`config.mk`:
```
export PLATFORM = sky130hd
export DESIGN_NAME = osd_mixer_multi
export DESIGN_NICKNAME = d
export VERILOG_FILES = /design/src/rtl/osd_pkg.sv /design/src/rtl/osd_window_cmp.sv /design/src/rtl/osd_mixer_multi.sv
export SDC_FILE = /design/constraint.sdc
export NUM_CORES = 1
export LEC_CHECK = 0
export BUFFER_PORTS_ARGS = -buffer_cell sky130_fd_sc_hd__buf_2
export CELL_PAD_IN_SITES_DETAIL_PLACEMENT = 0
export CELL_PAD_IN_SITES_GLOBAL_PLACEMENT = 2
export CORE_ASPECT_RATIO = 0.8
export CORE_UTILIZATION = 40
export CTS_CLUSTER_DIAMETER = 80
export DETAILED_ROUTE_END_ITERATION = 12
export PLACE_DENSITY_LB_ADDON = 0.1
export REMOVE_ABC_BUFFERS = 1
export SLEW_MARGIN = 30
export SYNTH_ARGS = -nofsm -noshare
export SYNTH_HDL_FRONTEND = slang
export SYNTH_SLANG_ARGS = --single-unit
```
`constraint.sdc`:
```
create_clock -name clk_pixel -period 10 [get_ports clk_pixel]
set_input_delay 1 -clock clk_pixel [delete_from_list [all_inputs] [get_ports clk_pixel]]
set_output_delay 1 -clock clk_pixel [all_outputs]
set_load 0.03 [all_outputs]
```
`src/rtl/osd_pkg.sv`:
```
// Shared constants and the pixel mixing function for the multi-window OSD mixer.
// Mode codes, config field codes and the colour-key value live here.
package osd_pkg;

  typedef enum logic [1:0] {
    OSD_OFF    = 2'd0,
    OSD_OPAQUE = 2'd1,
    OSD_KEY    = 2'd2,
    OSD_BLEND  = 2'd3
  } osd_mode_e;

  localparam logic [2:0] OSD_F_XS   = 3'd0;
  localparam logic [2:0] OSD_F_XE   = 3'd1;
  localparam logic [2:0] OSD_F_YS   = 3'd2;
  localparam logic [2:0] OSD_F_YE   = 3'd3;
  localparam logic [2:0] OSD_F_MODE = 3'd4;

  localparam logic [23:0] OSD_KEY_COLOUR = 24'h000000;

  // Blend keeps the carry in a 9-bit sum so 8'hFE + 8'h03 does not wrap.
  function automatic logic [23:0] osd_mix(input osd_mode_e mode,
                                          input logic [23:0] video,
                                          input logic [23:0] osd);
    logic [23:0] res;
    logic [8:0]  sum;
    res = video;
    sum = '0;
    case (mode)
      OSD_OPAQUE: res = osd;
      OSD_KEY:    res = (osd == OSD_KEY_COLOUR) ? video : osd;
      OSD_BLEND: begin
        for (int c = 0; c < 3; c++) begin
          sum = {1'b0, video[8*c +: 8]} + {1'b0, osd[8*c +: 8]};
          res[8*c +: 8] = sum[8:1];
        end
      end
      default: res = video;
    endcase
    return res;
  endfunction

endpackage

```
`src/rtl/osd_window_cmp.sv`:
```
// One OSD window: shadow and active rectangle/mode registers plus the
// combinational hit test and window-local coordinates for the current pixel.
module osd_window_cmp
  import osd_pkg::*;
#(
  parameter int C_coord_bits = 11
) (
  input  logic                    clk,
  input  logic                    rst,
  input  logic                    load,
  input  logic                    wr_en,
  input  logic [2:0]              wr_field,
  input  logic [C_coord_bits-1:0] wr_data,
  input  logic                    win_en,
  input  logic [C_coord_bits-1:0] x,
  input  logic [C_coord_bits-1:0] y,
  output logic                    hit,
  output logic [C_coord_bits-1:0] lx,
  output logic [C_coord_bits-1:0] ly,
  output logic [1:0]              mode
);

  typedef logic [C_coord_bits-1:0] coord_t;

  coord_t    sh_xs_q, sh_xs_d, sh_xe_q, sh_xe_d, sh_ys_q, sh_ys_d, sh_ye_q, sh_ye_d;
  coord_t    act_xs_q, act_xs_d, act_xe_q, act_xe_d, act_ys_q, act_ys_d, act_ye_q, act_ye_d;
  osd_mode_e sh_mode_q, sh_mode_d, act_mode_q, act_mode_d;

  // The active copy takes the pre-write shadow, so a write on the load cycle waits a frame.
  always_comb begin
    sh_xs_d    = sh_xs_q;
    sh_xe_d    = sh_xe_q;
    sh_ys_d    = sh_ys_q;
    sh_ye_d    = sh_ye_q;
    sh_mode_d  = sh_mode_q;
    act_xs_d   = act_xs_q;
    act_xe_d   = act_xe_q;
    act_ys_d   = act_ys_q;
    act_ye_d   = act_ye_q;
    act_mode_d = act_mode_q;
    if (load) begin
      act_xs_d   = sh_xs_q;
      act_xe_d   = sh_xe_q;
      act_ys_d   = sh_ys_q;
      act_ye_d   = sh_ye_q;
      act_mode_d = sh_mode_q;
    end
    if (wr_en) begin
      case (wr_field)
        OSD_F_XS:   sh_xs_d   = wr_data;
        OSD_F_XE:   sh_xe_d   = wr_data;
        OSD_F_YS:   sh_ys_d   = wr_data;
        OSD_F_YE:   sh_ye_d   = wr_data;
        OSD_F_MODE: sh_mode_d = osd_mode_e'(wr_data[1:0]);
        default: ;
      endcase
    end
  end

  always_ff @(posedge clk or posedge rst) begin
    if (rst) begin
      sh_xs_q    <= '0;
      sh_xe_q    <= '0;
      sh_ys_q    <= '0;
      sh_ye_q    <= '0;
      sh_mode_q  <= OSD_OFF;
      act_xs_q   <= '0;
      act_xe_q   <= '0;
      act_ys_q   <= '0;
      act_ye_q   <= '0;
      act_mode_q <= OSD_OFF;
    end else begin
      sh_xs_q    <= sh_xs_d;
      sh_xe_q    <= sh_xe_d;
      sh_ys_q    <= sh_ys_d;
      sh_ye_q    <= sh_ye_d;
      sh_mode_q  <= sh_mode_d;
      act_xs_q   <= act_xs_d;
      act_xe_q   <= act_xe_d;
      act_ys_q   <= act_ys_d;
      act_ye_q   <= act_ye_d;
      act_mode_q <= act_mode_d;
    end
  end

  assign hit  = win_en && (act_mode_q != OSD_OFF) &&
                (x >= act_xs_q) && (x <= act_xe_q) &&
                (y >= act_ys_q) && (y <= act_ye_q);
  assign lx   = x - act_xs_q;
  assign ly   = y - act_ys_q;
  assign mode = act_mode_q;

endmodule

```
`src/rtl/osd_mixer_multi.sv`:
```
// Multi-window OSD mixer: screen counters, per-window compare, priority select
// and a two-stage pipeline that mixes OSD pixels into rgb888 video.
module osd_mixer_multi
  import osd_pkg::*;
#(
  parameter int C_windows    = 2,
  parameter int C_coord_bits = 11,
  localparam int WIN_BITS    = (C_windows > 1) ? $clog2(C_windows) : 1,
  localparam int CFG_AW      = 3 + $clog2(C_windows)
) (
  input  logic                    clk_pixel,
  input  logic                    rst,
  input  logic                    clk_pixel_ena,
  input  logic [7:0]              i_r,
  input  logic [7:0]              i_g,
  input  logic [7:0]              i_b,
  input  logic                    i_hsync,
  input  logic                    i_vsync,
  input  logic                    i_blank,
  input  logic [C_windows-1:0]    i_osd_en,
  input  logic                    cfg_we,
  input  logic [CFG_AW-1:0]       cfg_addr,
  input  logic [C_coord_bits-1:0] cfg_data,
  output logic [C_coord_bits-1:0] o_osd_x,
  output logic [C_coord_bits-1:0] o_osd_y,
  output logic [WIN_BITS-1:0]     o_osd_win,
  output logic                    o_osd_active,
  input  logic [7:0]              i_osd_r,
  input  logic [7:0]              i_osd_g,
  input  logic [7:0]              i_osd_b,
  output logic [7:0]              o_r,
  output logic [7:0]              o_g,
  output logic [7:0]              o_b,
  output logic                    o_hsync,
  output logic                    o_vsync,
  output logic                    o_blank
);

  typedef logic [C_coord_bits-1:0] coord_t;

  coord_t x_q, x_d, y_q, y_d, cur_x, cur_y;
  logic   blank_prev_q, blank_prev_d, vsync_prev_q, vsync_prev_d;
  logic   load;

  logic [C_windows-1:0] hit;
  coord_t               lx [C_windows];
  coord_t               ly [C_windows];
  logic [1:0]           wmode [C_windows];
  logic [CFG_AW-1:0]    cfg_win;

  logic                sel_hit;
  logic [WIN_BITS-1:0] sel_win;
  coord_t              sel_x, sel_y;
  osd_mode_e           sel_mode;

  logic                s1_act_q, s1_act_d;
  logic [WIN_BITS-1:0] s1_win_q, s1_win_d;
  coord_t              s1_x_q, s1_x_d, s1_y_q, s1_y_d;
  osd_mode_e           s1_mode_q, s1_mode_d;
  logic [23:0]         s1_rgb_q, s1_rgb_d;
  logic [2:0]          s1_sync_q, s1_sync_d;
  logic [23:0]         s2_rgb_q, s2_rgb_d;
  logic [2:0]          s2_sync_q, s2_sync_d;

  // x_q/y_q hold the coordinate the next active pixel will carry.
  assign cur_x   = i_blank ? '0 : x_q;
  assign cur_y   = i_vsync ? '0 : y_q;
  assign load    = clk_pixel_ena && i_vsync && !vsync_prev_q;
  assign cfg_win = cfg_addr >> 3;

  always_comb begin
    x_d          = x_q;
    y_d          = y_q;
    blank_prev_d = blank_prev_q;
    vsync_prev_d = vsync_prev_q;
    if (clk_pixel_ena) begin
      blank_prev_d = i_blank;
      vsync_prev_d = i_vsync;
      if (i_blank)
        x_d = '0;
      else if (x_q != '1)
        x_d = x_q + 1'b1;
      if (i_vsync)
        y_d = '0;
      else if (i_blank && !blank_prev_q && (y_q != '1))
        y_d = y_q + 1'b1;
    end
  end

  genvar gi;
  generate
    for (gi = 0; gi < C_windows; gi++) begin : g_win
      osd_window_cmp #(
        .C_coord_bits(C_coord_bits)
      ) u_cmp (
        .clk      (clk_pixel),
        .rst      (rst),
        .load     (load),
        .wr_en    (cfg_we && (cfg_win == CFG_AW'(gi))),
        .wr_field (cfg_addr[2:0]),
        .wr_data  (cfg_data),
        .win_en   (i_osd_en[gi]),
        .x        (cur_x),
        .y        (cur_y),
        .hit      (hit[gi]),
        .lx       (lx[gi]),
        .ly       (ly[gi]),
        .mode     (wmode[gi])
      );
    end
  endgenerate

  // Scanning from the top index down leaves the lowest hitting window selected.
  always_comb begin
    sel_hit  = 1'b0;
    sel_win  = '0;
    sel_x    = '0;
    sel_y    = '0;
    sel_mode = OSD_OFF;
    for (int i = C_windows - 1; i >= 0; i--) begin
      if (hit[i]) begin
        sel_hit  = 1'b1;
        sel_win  = WIN_BITS'(i);
        sel_x    = lx[i];
        sel_y    = ly[i];
        sel_mode = osd_mode_e'(wmode[i]);
      end
    end
  end

  always_comb begin
    s1_act_d  = s1_act_q;
    s1_win_d  = s1_win_q;
    s1_x_d    = s1_x_q;
    s1_y_d    = s1_y_q;
    s1_mode_d = s1_mode_q;
    s1_rgb_d  = s1_rgb_q;
    s1_sync_d = s1_sync_q;
    s2_rgb_d  = s2_rgb_q;
    s2_sync_d = s2_sync_q;
    if (clk_pixel_ena) begin
      s1_act_d  = sel_hit;
      s1_win_d  = sel_win;
      s1_x_d    = sel_x;
      s1_y_d    = sel_y;
      s1_mode_d = sel_mode;
      s1_rgb_d  = {i_r, i_g, i_b};
      s1_sync_d = {i_hsync, i_vsync, i_blank};
      s2_rgb_d  = s1_sync_q[0] ? 24'h000000
                               : osd_mix(s1_mode_q, s1_rgb_q, {i_osd_r, i_osd_g, i_osd_b});
      s2_sync_d = s1_sync_q;
    end
  end

  always_ff @(posedge clk_pixel or posedge rst) begin
    if (rst) begin
      x_q          <= '0;
      y_q          <= '0;
      blank_prev_q <= 1'b0;
      vsync_prev_q <= 1'b0;
      s1_act_q     <= 1'b0;
      s1_win_q     <= '0;
      s1_x_q       <= '0;
      s1_y_q       <= '0;
      s1_mode_q    <= OSD_OFF;
      s1_rgb_q     <= '0;
      s1_sync_q    <= '0;
      s2_rgb_q     <= '0;
      s2_sync_q    <= '0;
    end else begin
      x_q          <= x_d;
      y_q          <= y_d;
      blank_prev_q <= blank_prev_d;
      vsync_prev_q <= vsync_prev_d;
      s1_act_q     <= s1_act_d;
      s1_win_q     <= s1_win_d;
      s1_x_q       <= s1_x_d;
      s1_y_q       <= s1_y_d;
      s1_mode_q    <= s1_mode_d;
      s1_rgb_q     <= s1_rgb_d;
      s1_sync_q    <= s1_sync_d;
      s2_rgb_q     <= s2_rgb_d;
      s2_sync_q    <= s2_sync_d;
    end
  end

  assign o_osd_active = s1_act_q;
  assign o_osd_win    = s1_win_q;
  assign o_osd_x      = s1_x_q;
  assign o_osd_y      = s1_y_q;
  assign {o_r, o_g, o_b} = s2_rgb_q;
  assign {o_hsync, o_vsync, o_blank} = s2_sync_q;

endmodule

```
==> summary.md, run 1 <==
| Metric | Value |
|---|---|
| Worst setup SP type | `input pin` |
| WL/cell | `between 20 and 25 um` |
| Crit-path max FO | `26` |
| Commonest cells post-synth | `286 x dfrtp_1, 210 x mux2_2, 139 x inv_1` |
| Clock-pin slew on the worst setup and hold paths | `roughly 0.06 ns` |
| Initial Utilization | `0.406` |
| Most common cell in the netlist | `dfrtp_1` |
| CTS tree | `done` |
| Post-route setup slack | `5.76 ns` |
| Max-slew violation count | `0` |
| Non-Filler Instances | `2162` |
| Leak | `between 8 and 9 nW` |
| CP Cell Sequence | `buf_2 > nand2b_1 > inv_1 > ha_1 > nor2b_1 > o21a_1 > o211ai_1 > nand3_1 > o2111ai_1 > a21o_1 > nand4_1 > o221ai_1` |
| FF+latch area | `7160 um2` |
| Ys async rst share | `1.00` |
| First-pass iteration count of the detailed router | `4` |
| Antenna Violating Nets Remaining | `0` |
| PD cells | `approximately 220 nW/um2` |
| Area leader, netlist | `dfrtp_1` |
| Total gr overflow | `0` |
| Post-CTS sizing | `0` |
| Vias per cell | `5.35` |
| HP Class | `flip-flop to flip-flop` |
| Seq/Total Area, Yosys | `0.446` |
| Synth Register Bits | `around 290` |
| Top Ports | `roughly 120` |
| Share of post-route cells with drive strength above 1 | `0.263` |
| Pre-CTS setup slack | `between 5 and 6 ns` |
| Max-slew headroom | `0.372` |
| Final period utilization | `0.424` |
| Full die area | `between 40000 and 50000 um2` |
| Synth cell types | `slightly above 70` |
| H-tree depth | `1` |
| Area grow syn2layout | `14.4%` |
| Area share of the largest cell type after synthesis | `0.446` |
| Die Y | `~180 um` |
| Sink Count | `286` |
| Critical path data required time | `between 10 and 15 ns` |
| Pin count of the biggest net entering global routing | `between 150 and 200` |
| Arrival time at the worst endpoint | `~4.7 ns` |
| Max-Cap Viols | `0` |
| Critical Path Sink Type | `flip-flop` |
| Mapped cell area | `roughly 16000 um2` |
| Initial DRC count | `between 700 and 800` |
| Yosys warning count | `0` |
| Post-CTS Setup Bufs | `0` |
| Inst Count DP | `~2.1k` |
| Synthesized area per cell | `approximately 11 um2` |
| Hold WS | `between 0.4 and 0.5 ns` |
| Slew @ Worst Pin | `between 0.9 and 1 ns` |
| EDFF count, synth | `0` |
| First-pass GRT wire length | `between 60 and 70 mm` |
| Synth area leaders | `dfrtp_1 45%, mux2_2 15%, ha_1 8.1%` |
| Final WL | `between 40 and 50 mm` |
| Mapped Cells | `approximately 1.5k` |
| Worst VDD drop | `0.155 mV` |
| CP max-delay cell | `a21o_1` |
| Final worst clock skew | `0.0110 ns` |
| Nets | `1784` |
| DPL Wire Length | `~31 mm` |
| Fillers | `~3.7k` |
| Die width | `roughly 230 um` |
| Core footprint | `about 40000 um2` |
| Final setup violation count | `0` |
| Multi-input gate area | `8110 um2` |
| Final-report hold violation count | `0` |
| Clock Latency Late Sink | `about 0.58 ns` |
| Fin crit period | `4.24 ns` |
| Via Count | `between 10k and 15k` |
| Site Rows | `65` |
| Initial antenna violation count | `1` |
| Critical Path Max Stage Delay | `approximately 0.8 ns` |
| Setup_tns | `0 ns` |
| Main flop type after synthesis | `dfrtp_1` |
| RSZ-0062 raised after global routing | `false` |
| Tot Pwr | `4.00 mW` |
| Status | `completed` |
| Clock Path Buffers | `3` |
| Max Fclk | `about 240 MHz` |
| Hold_buf cts | `0` |
| Overall global routing resource usage | `0.215` |
| Residual DRC | `0` |
| Vias in the first global route | `~11k` |
| CTS buffer count | `31` |
| Root Driver | `clkbuf_16` |
| Placer Congestion | `approximately 0.86` |
| Number of port buffers | `~120` |
| # diodes | `0` |
| Critical path class | `input pin to flip-flop` |
[stage by stage]
stage                     area (um2)   util
after CTS                      18300  0.463
final                          18400  0.464
after global placement         17200  0.435
after global routing           18400  0.464
after floorplan                15800      -
after detailed placement       17200  0.435
[cell usage in the layout (no fill, tap or decap), types with 6 or more instances in the layout]
master	count
nand3_1	24
clkinv_2	8
nor2_1	93
nor2b_1	27
o21ai_0	44
o22ai_1	6
mux2_2	210
o31ai_1	6
clkbuf_16	31
nor3b_1	7
fa_1	7
dfrtp_1	286
a31oi_1	19
a21oi_1	60
o2bb2ai_1	13
xnor2_1	42
o221ai_1	7
o2111ai_1	7
nand2_1	59
a221oi_1	18
o21a_1	12
a21o_1	20
o211ai_1	8
nor3_1	18
nand4_1	28
buf_4	14
o21bai_1	7
nand2b_1	21
nor4_1	7
buf_2	121
a211oi_1	6
inv_1	138
a31o_2	9
xor2_1	16
clkbuf_8	7
and3_1	6
or3_1	7
ha_1	104
[flip-flops by register name, indices dropped and copies added, names as in the netlist, 22 cells and up]
register	count
s2_rgb_q	24
g_win.u_cmp.act_ye_q	22
g_win.u_cmp.act_xs_q	22
s1_rgb_q	24
g_win.u_cmp.sh_xe_q	22
g_win.u_cmp.act_xe_q	22
g_win.u_cmp.sh_ys_q	22
g_win.u_cmp.sh_ye_q	22
g_win.u_cmp.sh_xs_q	22
g_win.u_cmp.act_ys_q	22
[critical path: cells and delay by family]
family / cells / cell delay [ns]
compound gates: 5 / 1.97
fa+ha+maj: 1 / 0.33
buf+inv: 2 / 0.51
simple gates: 4 / 0.91
[routing by layer]
metal | vias to the layer above | GRT usage | wire [um]
li1 | 5580 | - | -
met1 | 5756 | 0.339 | 23000
met2 | 200 | 0.312 | 18300
met3 | 36 | 0.0296 | 1510
met4 | 0 | 0.0359 | 601
met5 | - | 0 | 0
[where the power goes]
part           switching, mW  total [mW]  internal, mW
combinational          0.647        1.18         0.530
sequential             0.165        1.58          1.42
clock                  0.487        1.24         0.750
total                   1.30        4.00          2.70
[cell type report]
class / count / share of cell area
tap: 536 / 0.0365
timing repair buffer: 138 / 0.0419
inverter: 141 / 0.0295
clock inverter: 17 / 0.0123
clock buffer: 41 / 0.0481
multi-input combinational: 1003 / 0.442
sequential: 286 / 0.390
[path summary, 6_finish.rpt]
path                              from                         to  slack [ns]  cells after the start
setup / recovery               i_blank                 o_osd_x[2]        5.76                     12
hold / removal             s2_rgb_q[8]                s2_rgb_q[8]        0.48                      1
setup reg to reg                x_q[2]                 o_osd_x[2]        6.09                      9
hold reg to reg            s2_rgb_q[8]                s2_rgb_q[8]        0.48                      1
max in group asynchronous          rst  g_win[1].u_cmp.sh_ye_q[7]        8.12                      4
min in group asynchronous          rst                     x_q[4]        0.50                      2
[cells by family after synthesis]
family | Yosys count | share of synthesized area
and+or+nand+nor | 324 | 0.102
AOI/OAI and AO/OA | 292 | 0.127
DFF | 286 | 0.446
muxes | 215 | 0.150
buffers and inverters | 207 | 0.0507
adders and majority gates | 114 | 0.0918
xor gates and xnor gates | 58 | 0.0317
No activity file was read; power rests on OpenSTA's default activity.
==> run 2: changes to the inputs <==
Settings changed: ABC_AREA set to 1, CORE_UTILIZATION 40 to 33.
Clock period 10 ns to 3.6 ns, I/O delays scaled along.
==> run 2 against run 1 <==
Against the previous run: hold slack got worse by 0.45 ns; global-route usage fell by 0.73 points; routed wire length rose by 18%; combinational power rose by 80%; critical path type is now flip-flop to flip-flop; highest routed layer unchanged.
==> summary.md, run 2 <==
| Metric | Value |
|---|---|
| Status | `completed (unchanged)` |
| WL/cell | `17.8 um (was 20.1 um)` |
| Die width | `251 um (was 226 um)` |
| Number of port buffers | `122 (unchanged)` |
| Site Rows | `72 (was 65)` |
| Synth Register Bits | `286 (unchanged)` |
| Leak | `10.2 nW (was 8.56 nW)` |
| Final period utilization | `0.905` |
| Sink Count | `286 (unchanged)` |
| Die Y | `201 um (was 181 um)` |
| Ys async rst share | `1.00 (unchanged)` |
| Synthesized area per cell | `7.75 um2 (was 10.7 um2)` |
| Area leader, netlist | `dfrtp_1 (unchanged)` |
| Commonest cells post-synth | `544 x nand2_1, 286 x dfrtp_1, 267 x inv_1 (was 286 x dfrtp_1, 210 x mux2_2, 139 x inv_1)` |
| Final WL | `51.4 mm (was 43.4 mm)` |
| Slew @ Worst Pin | `0.912 ns (was 0.942 ns)` |
| Placed cell area | `17700 um2 (was 17200 um2)` |
| Placer Congestion | `0.844 (was 0.859)` |
| Seq/Total Area, Yosys | `0.438 (was 0.446)` |
| Via Count | `14.0k (was 11.6k)` |
| Critical Path Sink Type | `flip-flop (unchanged)` |
| Core footprint | `48600 um2 (was 39500 um2)` |
| DPL Wire Length | `37.9 mm (was 31.4 mm)` |
| CTS buffer count | `37 (was 31)` |
| Vias in the first global route | `13.6k (was 11.3k)` |
| Mapped cell area | `16400 um2 (was 16000 um2)` |
| Synth area leaders | `dfrtp_1 44%, nand2_1 12%, ha_1 8.0% (was dfrtp_1 45%, mux2_2 15%, ha_1 8.1%)` |
| Final setup violation count | `0 (unchanged)` |
| Most frequent cells in the layout | `543 x nand2_1, 286 x dfrtp_1, 265 x inv_1 (was 286 x dfrtp_1, 210 x mux2_2, 138 x inv_1)` |
| Share of post-route cells with drive strength above 1 | `0.113 (was 0.263)` |
| Root Driver | `clkbuf_16 (unchanged)` |
| Internal | `6.65 mW (was 2.70 mW)` |
| Main flop type after synthesis | `dfrtp_1 (unchanged)` |
| Critical path data required time | `4.09 ns (was 10.48 ns)` |
| Total gr overflow | `0 (unchanged)` |
| Clock-pin slew on the worst setup and hold paths | `0.06 ns (about the same)` |
| # diodes | `0 (unchanged)` |
| RSZ-0062 raised after global routing | `false (unchanged)` |
| Yosys warning count | `0 (unchanged)` |
| Switching pwr | `3.17 mW (was 1.30 mW)` |
| Worst setup SP type | `flip-flop (was input pin)` |
| Critical path class | `flip-flop to flip-flop (was input pin to flip-flop)` |
| Antenna Violating Nets Remaining | `0 (unchanged)` |
| Fillers | `5130 (was 3736)` |
| Full die area | `50500 um2 (was 40900 um2)` |
| Clock Path Buffers | `3 (unchanged)` |
| Overall global routing resource usage | `0.207 (was 0.215)` |
| Crit-path max FO | `13 (was 26)` |
| Initial antenna violation count | `0 (was 1)` |
| Area grow syn2layout | `16.6% (was 14.4%)` |
| Initial DRC count | `839 (was 753)` |
| Top Ports | `123 (unchanged)` |
| Max-slew headroom | `0.390 (was 0.372)` |
| Vias per cell | `4.85 (was 5.35)` |
| Nets | `2421 (was 1784)` |
| Fin crit period | `~3.3 ns` |
| EDFF count, synth | `0 (unchanged)` |
| Mapped Cells | `2109 (was 1496)` |
| Top Registers | `s1_rgb_q: 24 flops, s2_rgb_q: 24 flops (unchanged)` |
| Arrival time at the worst endpoint | `3.75 ns (was 4.72 ns)` |
| Residual DRC | `0 (unchanged)` |
| Pre-CTS setup slack | `0.219 ns (was 5.24 ns)` |
| Pin count of the biggest net entering global routing | `99 (was 165)` |
| Gate power share | `0.216 (was 0.295)` |
| Final-report hold violation count | `0 (unchanged)` |
| Most common cell in the netlist | `nand2_1 (was dfrtp_1)` |
| Post-route setup slack | `0.341 ns (was 5.76 ns)` |
| Synth cell types | `49 (was 72)` |
| Final worst clock skew | `0.0251 ns (was 0.0110 ns)` |
| First-pass iteration count of the detailed router | `5 (was 4)` |
| Area share of the largest cell type after synthesis | `0.438 (was 0.446)` |
| Max Fclk | `around 310 MHz` |
| PD cells | `515 nW/um2 (was 218 nW/um2)` |
| Final instance area | `19100 um2 (was 18400 um2)` |
| First-pass GRT wire length | `81.0 mm (was 67.3 mm)` |
| Max-slew violation count | `0 (unchanged)` |
| Initial Utilization | `0.336 (was 0.406)` |
| Post-CTS Setup Bufs | `0 (unchanged)` |
| Max-Cap Viols | `0 (unchanged)` |
| Inst Count DP | `2816 (was 2103)` |
| Non-Filler Instances | `2892 (was 2162)` |
| Clock share of power | `0.380 (was 0.309)` |
| Reg power frac | `0.404 (was 0.396)` |
| Commonest non-fill, non-tap cell in the layout | `nand2_1 (was dfrtp_1)` |
| H-tree depth | `2 (was 1)` |
| Worst VDD drop | `0.287 mV (was 0.155 mV)` |
| Sw frac | `0.323 (was 0.325)` |
| Clock Latency Late Sink | `0.57 ns (was 0.58 ns)` |
| HP Class | `input pin to flip-flop (was flip-flop to flip-flop)` |
| CTS tree | `done (unchanged)` |
| Tot Pwr | `9.82 mW (was 4.00 mW)` |
==> run 2: stage by stage <==
step,setup TNS (ns),hold WS [ns],utilization
2_1_floorplan,-1352.15,0.449,-
3_3_place_gp,0,0.458,0.365
3_5_place_dp,0,0.460,0.365
4_1_cts,0,0.00210,0.392
5_1_grt,0,0.0361,0.392
6_report,0,0.0336,0.392
==> run 2: final cells by class <==
class | instances | area (um2) | area share
multi-input combinational | 1481 | 7870 | 0.413
clock buffer | 51 | 1050 | 0.0551
tap | 629 | 787 | 0.0413
clock inverter | 13 | 159 | 0.00833
inverter | 269 | 1020 | 0.0535
sequential | 286 | 7160 | 0.375
timing repair buffer | 163 | 1020 | 0.0537
==> run 2: critical path, cell delays in order (launching register included) <==
cell and delay, ns:
dfrtp_1 0.35, inv_1 0.07, nor2_1 0.44, ha_1 0.36, nand2_1 0.09, nor2_1 0.05
and2_1 0.14, nand2_1 0.05, nand3_1 0.08, a21oi_1 0.44, nand3_2 0.15, nor2_4 0.31
nand3_2 0.34, nand2_1 0.18, nand2_1 0.06, nand2_1 0.05
==> run 2: logic make-up (layout without fill, tap and decap cells) <==
family | after synthesis | count (layout) | synth area share
AOI/OAI and AO/OA | 404 | 404 | 0.132
xor gates and xnor gates | 36 | 36 | 0.0193
adders and majority gates | 111 | 111 | 0.0881
buffers and inverters | 342 | 496 | 0.0816
DFF | 286 | 286 | 0.438
muxes | 10 | 10 | 0.00689
and+or+nand+nor | 920 | 920 | 0.234
==> run 2: metal layers <==
metal	up-vias	share of wire	GRT usage	wire length, um
met1	6682	0.54	0.322	27700
met4	0	0.014	0.0370	719
met2	226	0.41	0.303	21100
met5	-	0	0	0
li1	7075	-	-	-
met3	54	0.037	0.0314	1910
==> run 2: repair_timing <==
action / 4_1_cts / 5_1_grt
gates resized for setup: 0 / 0
hold buffers: 12 / 0
endpoints found under the setup margin: 0 / 0
endpoints found under the hold margin: 60 / 0
==> run 2: final timing paths <==
kind                             from                          to  slack, ns  cells after the start
setup / recovery               y_q[4]                  o_osd_y[6]       0.34                     15
hold / removal                 i_r[3]                s1_rgb_q[19]       0.03                      3
setup reg to reg               y_q[4]                  o_osd_y[6]       0.34                     15
hold reg to reg            o_osd_x[9]                  o_osd_x[9]       0.47                      2
max in group asynchronous         rst  g_win[1].u_cmp.act_xe_q[1]       2.24                      4
min in group asynchronous         rst                      x_q[3]       0.44                      3
==> run 2: power groups by stage <==
stage / clock, mW / sequential, mW / combinational (mW)
3_3_place_gp: 0 / 4.01 / 2.11
2_1_floorplan: 0 / 4.03 / 1.39
5_1_grt: 3.97 / 4.03 / 2.43
6_report: 3.73 / 3.97 / 2.12
4_1_cts: 3.85 / 3.97 / 2.14
3_5_place_dp: 0 / 4.02 / 2.11
==> run 3: changes to the inputs <==
Settings changed: CORE_ASPECT_RATIO 0.8 to not set.
==> run 3 against run 2 <==
Against the previous run: clock skew fell by 0.011 ns; highest routed layer unchanged; hold slack worse by 0.0093 ns; non-clock buffer count down 6; critical path depth up 1; critical path type unchanged.
==> summary.md, run 3 (synthesized netlist as in run 2, its figures left out) <==
| Metric | Value |
|---|---|
| Fin crit period | `3.11 ns (was 3.26 ns)` |
| Clock-pin slew on the worst setup and hold paths | `0.06 ns (about the same)` |
| Final-report hold violation count | `0 (unchanged)` |
| Reg-to-reg critical path startpoint | `y_q[3] (was y_q[4])` |
| Die Y | `225 um (was 201 um)` |
| Critical Path Sink Type | `flip-flop (unchanged)` |
| Critical path class | `flip-flop to flip-flop (unchanged)` |
| Post-CTS sizing | `0 (unchanged)` |
| Vias per cell | `4.79 (was 4.85)` |
| Placer Congestion | `0.841 (was 0.844)` |
| Final instance area | `19100 um2 (about the same)` |
| Sink Count | `286 (unchanged)` |
| Final worst clock skew | `0.0138 ns (was 0.0251 ns)` |
| Number of port buffers | `122 (unchanged)` |
| Antenna Violating Nets Remaining | `0 (unchanged)` |
| Die width | `225 um (was 251 um)` |
| Worst setup SP type | `flip-flop (unchanged)` |
| Post-layout util | `0.389 (was 0.392)` |
| CTS tree | `done (unchanged)` |
| Critical Path Start | `y_q[3] (was y_q[4])` |
| Nets | `2417 (was 2421)` |
| Root Driver | `clkbuf_16 (unchanged)` |
| Initial DRC count | `652 (was 839)` |
| Site Rows | `81 (was 72)` |
| Clock Path Buffers | `3 (unchanged)` |
| Crit-path max FO | `13 (unchanged)` |
| Slew @ Worst Pin | `0.844 ns (was 0.912 ns)` |
| Fillers | `5212 (was 5130)` |
| HP Class | `input pin to flip-flop (unchanged)` |
| Hold_buf cts | `6 (was 12)` |
| Post-CTS Setup Bufs | `0 (unchanged)` |
| Vias in the first global route | `13.8k (was 13.6k)` |
| Status | `completed (unchanged)` |
| First-pass iteration count of the detailed router | `5 (unchanged)` |
| Max-Cap Viols | `0 (unchanged)` |
| Top Registers | `s1_rgb_q: 24 flops, s2_rgb_q: 24 flops (unchanged)` |
| Critical path data required time | `4.09 ns (about the same)` |
| Max-slew violation count | `0 (unchanged)` |
| Hold Path Origin | `i_g[5] (was i_r[3])` |
| Worst VDD drop | `0.282 mV (was 0.287 mV)` |
| Core footprint | `49000 um2 (was 48600 um2)` |
| Max-slew headroom | `0.436 (was 0.390)` |
| H-tree depth | `2 (unchanged)` |
| Final WL | `51.7 mm (was 51.4 mm)` |
| First-pass GRT wire length | `80.8 mm (was 81.0 mm)` |
| Overall global routing resource usage | `0.209 (was 0.207)` |
| Commonest non-fill, non-tap cell in the layout | `nand2_1 (unchanged)` |
| Placed cell area | `17800 um2 (was 17700 um2)` |
| Leak | `10.2 nW (about the same)` |
| Total gr overflow | `0 (unchanged)` |
| DPL Wire Length | `38.1 mm (was 37.9 mm)` |
| Initial Utilization | `0.334 (was 0.336)` |
| RSZ-0062 raised after global routing | `false (unchanged)` |
| Final period utilization | `0.863 (was 0.905)` |
| WL/cell | `17.7 um (was 17.8 um)` |
| Share of post-route cells with drive strength above 1 | `0.114 (was 0.113)` |
| Top Ports | `123 (unchanged)` |
| Area grow syn2layout | `16.5% (was 16.6%)` |
| CTS buffer count | `39 (was 37)` |
| Pin count of the biggest net entering global routing | `81 (was 99)` |
| PD cells | `513 nW/um2 (was 515 nW/um2)` |
| Final setup violation count | `0 (unchanged)` |
| Initial antenna violation count | `0 (unchanged)` |
| Max Fclk | `322 MHz (was 307 MHz)` |
| Most frequent cells in the layout | `543 x nand2_1, 286 x dfrtp_1, 265 x inv_1 (unchanged)` |
| Via Count | `14.0k (about the same)` |
| Residual DRC | `0 (unchanged)` |
| Full die area | `50500 um2 (about the same)` |
| R2r setup slk | `0.49 ns (was 0.34 ns)` |
| Clock Latency Late Sink | `0.57 ns (about the same)` |
| Arrival time at the worst endpoint | `3.60 ns (was 3.75 ns)` |
| # diodes | `0 (unchanged)` |
## run 3: cell types whose count changed in the layout (fill, tap and decap cells not counted), sizes merged
cell and delta:
clkinvlp -1, inv -2, clkinv +3, clkbuf +6, bufinv -2, dlygate4sd3 -6
## run 3: final cells by class
cell class / count / area [um2] / share of cell area
Clock buffer: 57 / 1110 / 0.0584
Tap cell: 664 / 831 / 0.0436
Timing Repair Buffer: 157 / 951 / 0.0499
Inverter: 269 / 1020 / 0.0535
Clock inverter: 11 / 105 / 0.00552
Sequential cell: 286 / 7160 / 0.376
Multi-Input combinational cell: 1481 / 7880 / 0.413
## run 3: worst paths after layout
path                       cells after the start           end
max                                           16    o_osd_y[9]
min                                            3  s1_rgb_q[13]
max reg2reg                                   16    o_osd_y[9]
min reg2reg                                    2  s2_rgb_q[22]
max in group asynchronous                      4    o_osd_y[4]
min in group asynchronous                      3  s2_sync_q[0]
## run 3: stage by stage
step           setup TNS [ns]  hold WS, ns  setup slack, ns  total power [mW]  cells
3_5_place_dp                0        0.460            0.364              6.13   2851
3_3_place_gp                0        0.456            0.436              6.11   2851
4_1_cts                     0     0.000141            0.454              9.91   2925
5_1_grt                     0       0.0229            0.103              10.4   2925
2_1_floorplan        -1352.15        0.449            -4.65              5.42   2036
6_report                    0       0.0243            0.492              9.78   2925
## run 3: power breakdown
| group | internal [mW] | leakage (nW) | switching, mW |
|---|---|---|---|
| clock network | 2.16 | 0.595 | 1.55 |
| registers | 3.73 | 3.59 | 0.252 |
| logic | 0.712 | 5.97 | 1.38 |
## run 3: layer usage
| layer | vias up | track usage | routed length [um] |
|---|---|---|---|
| met4 | 0 | 0.0590 | 1250 |
| met5 | - | 0 | 0 |
| li1 | 7075 | - | - |
| met3 | 67 | 0.0315 | 1810 |
| met2 | 240 | 0.327 | 22500 |
| met1 | 6636 | 0.298 | 26200 |
## run 3: worst max-delay path, stage by stage (launching register included)
cell and delay, ns:
dfrtp_1 0.43, inv_1 0.11, nor2_1 0.34, ha_1 0.31, inv_1 0.09, nor3_1 0.18, nand2_1 0.09, o211ai_1 0.18
nand2_1 0.09, nand2_1 0.17, nand4_2 0.39, nor2_2 0.18, buf_4 0.21, nand2_1 0.08, nand2_1 0.06, nand2_1 0.06
nand2_1 0.05
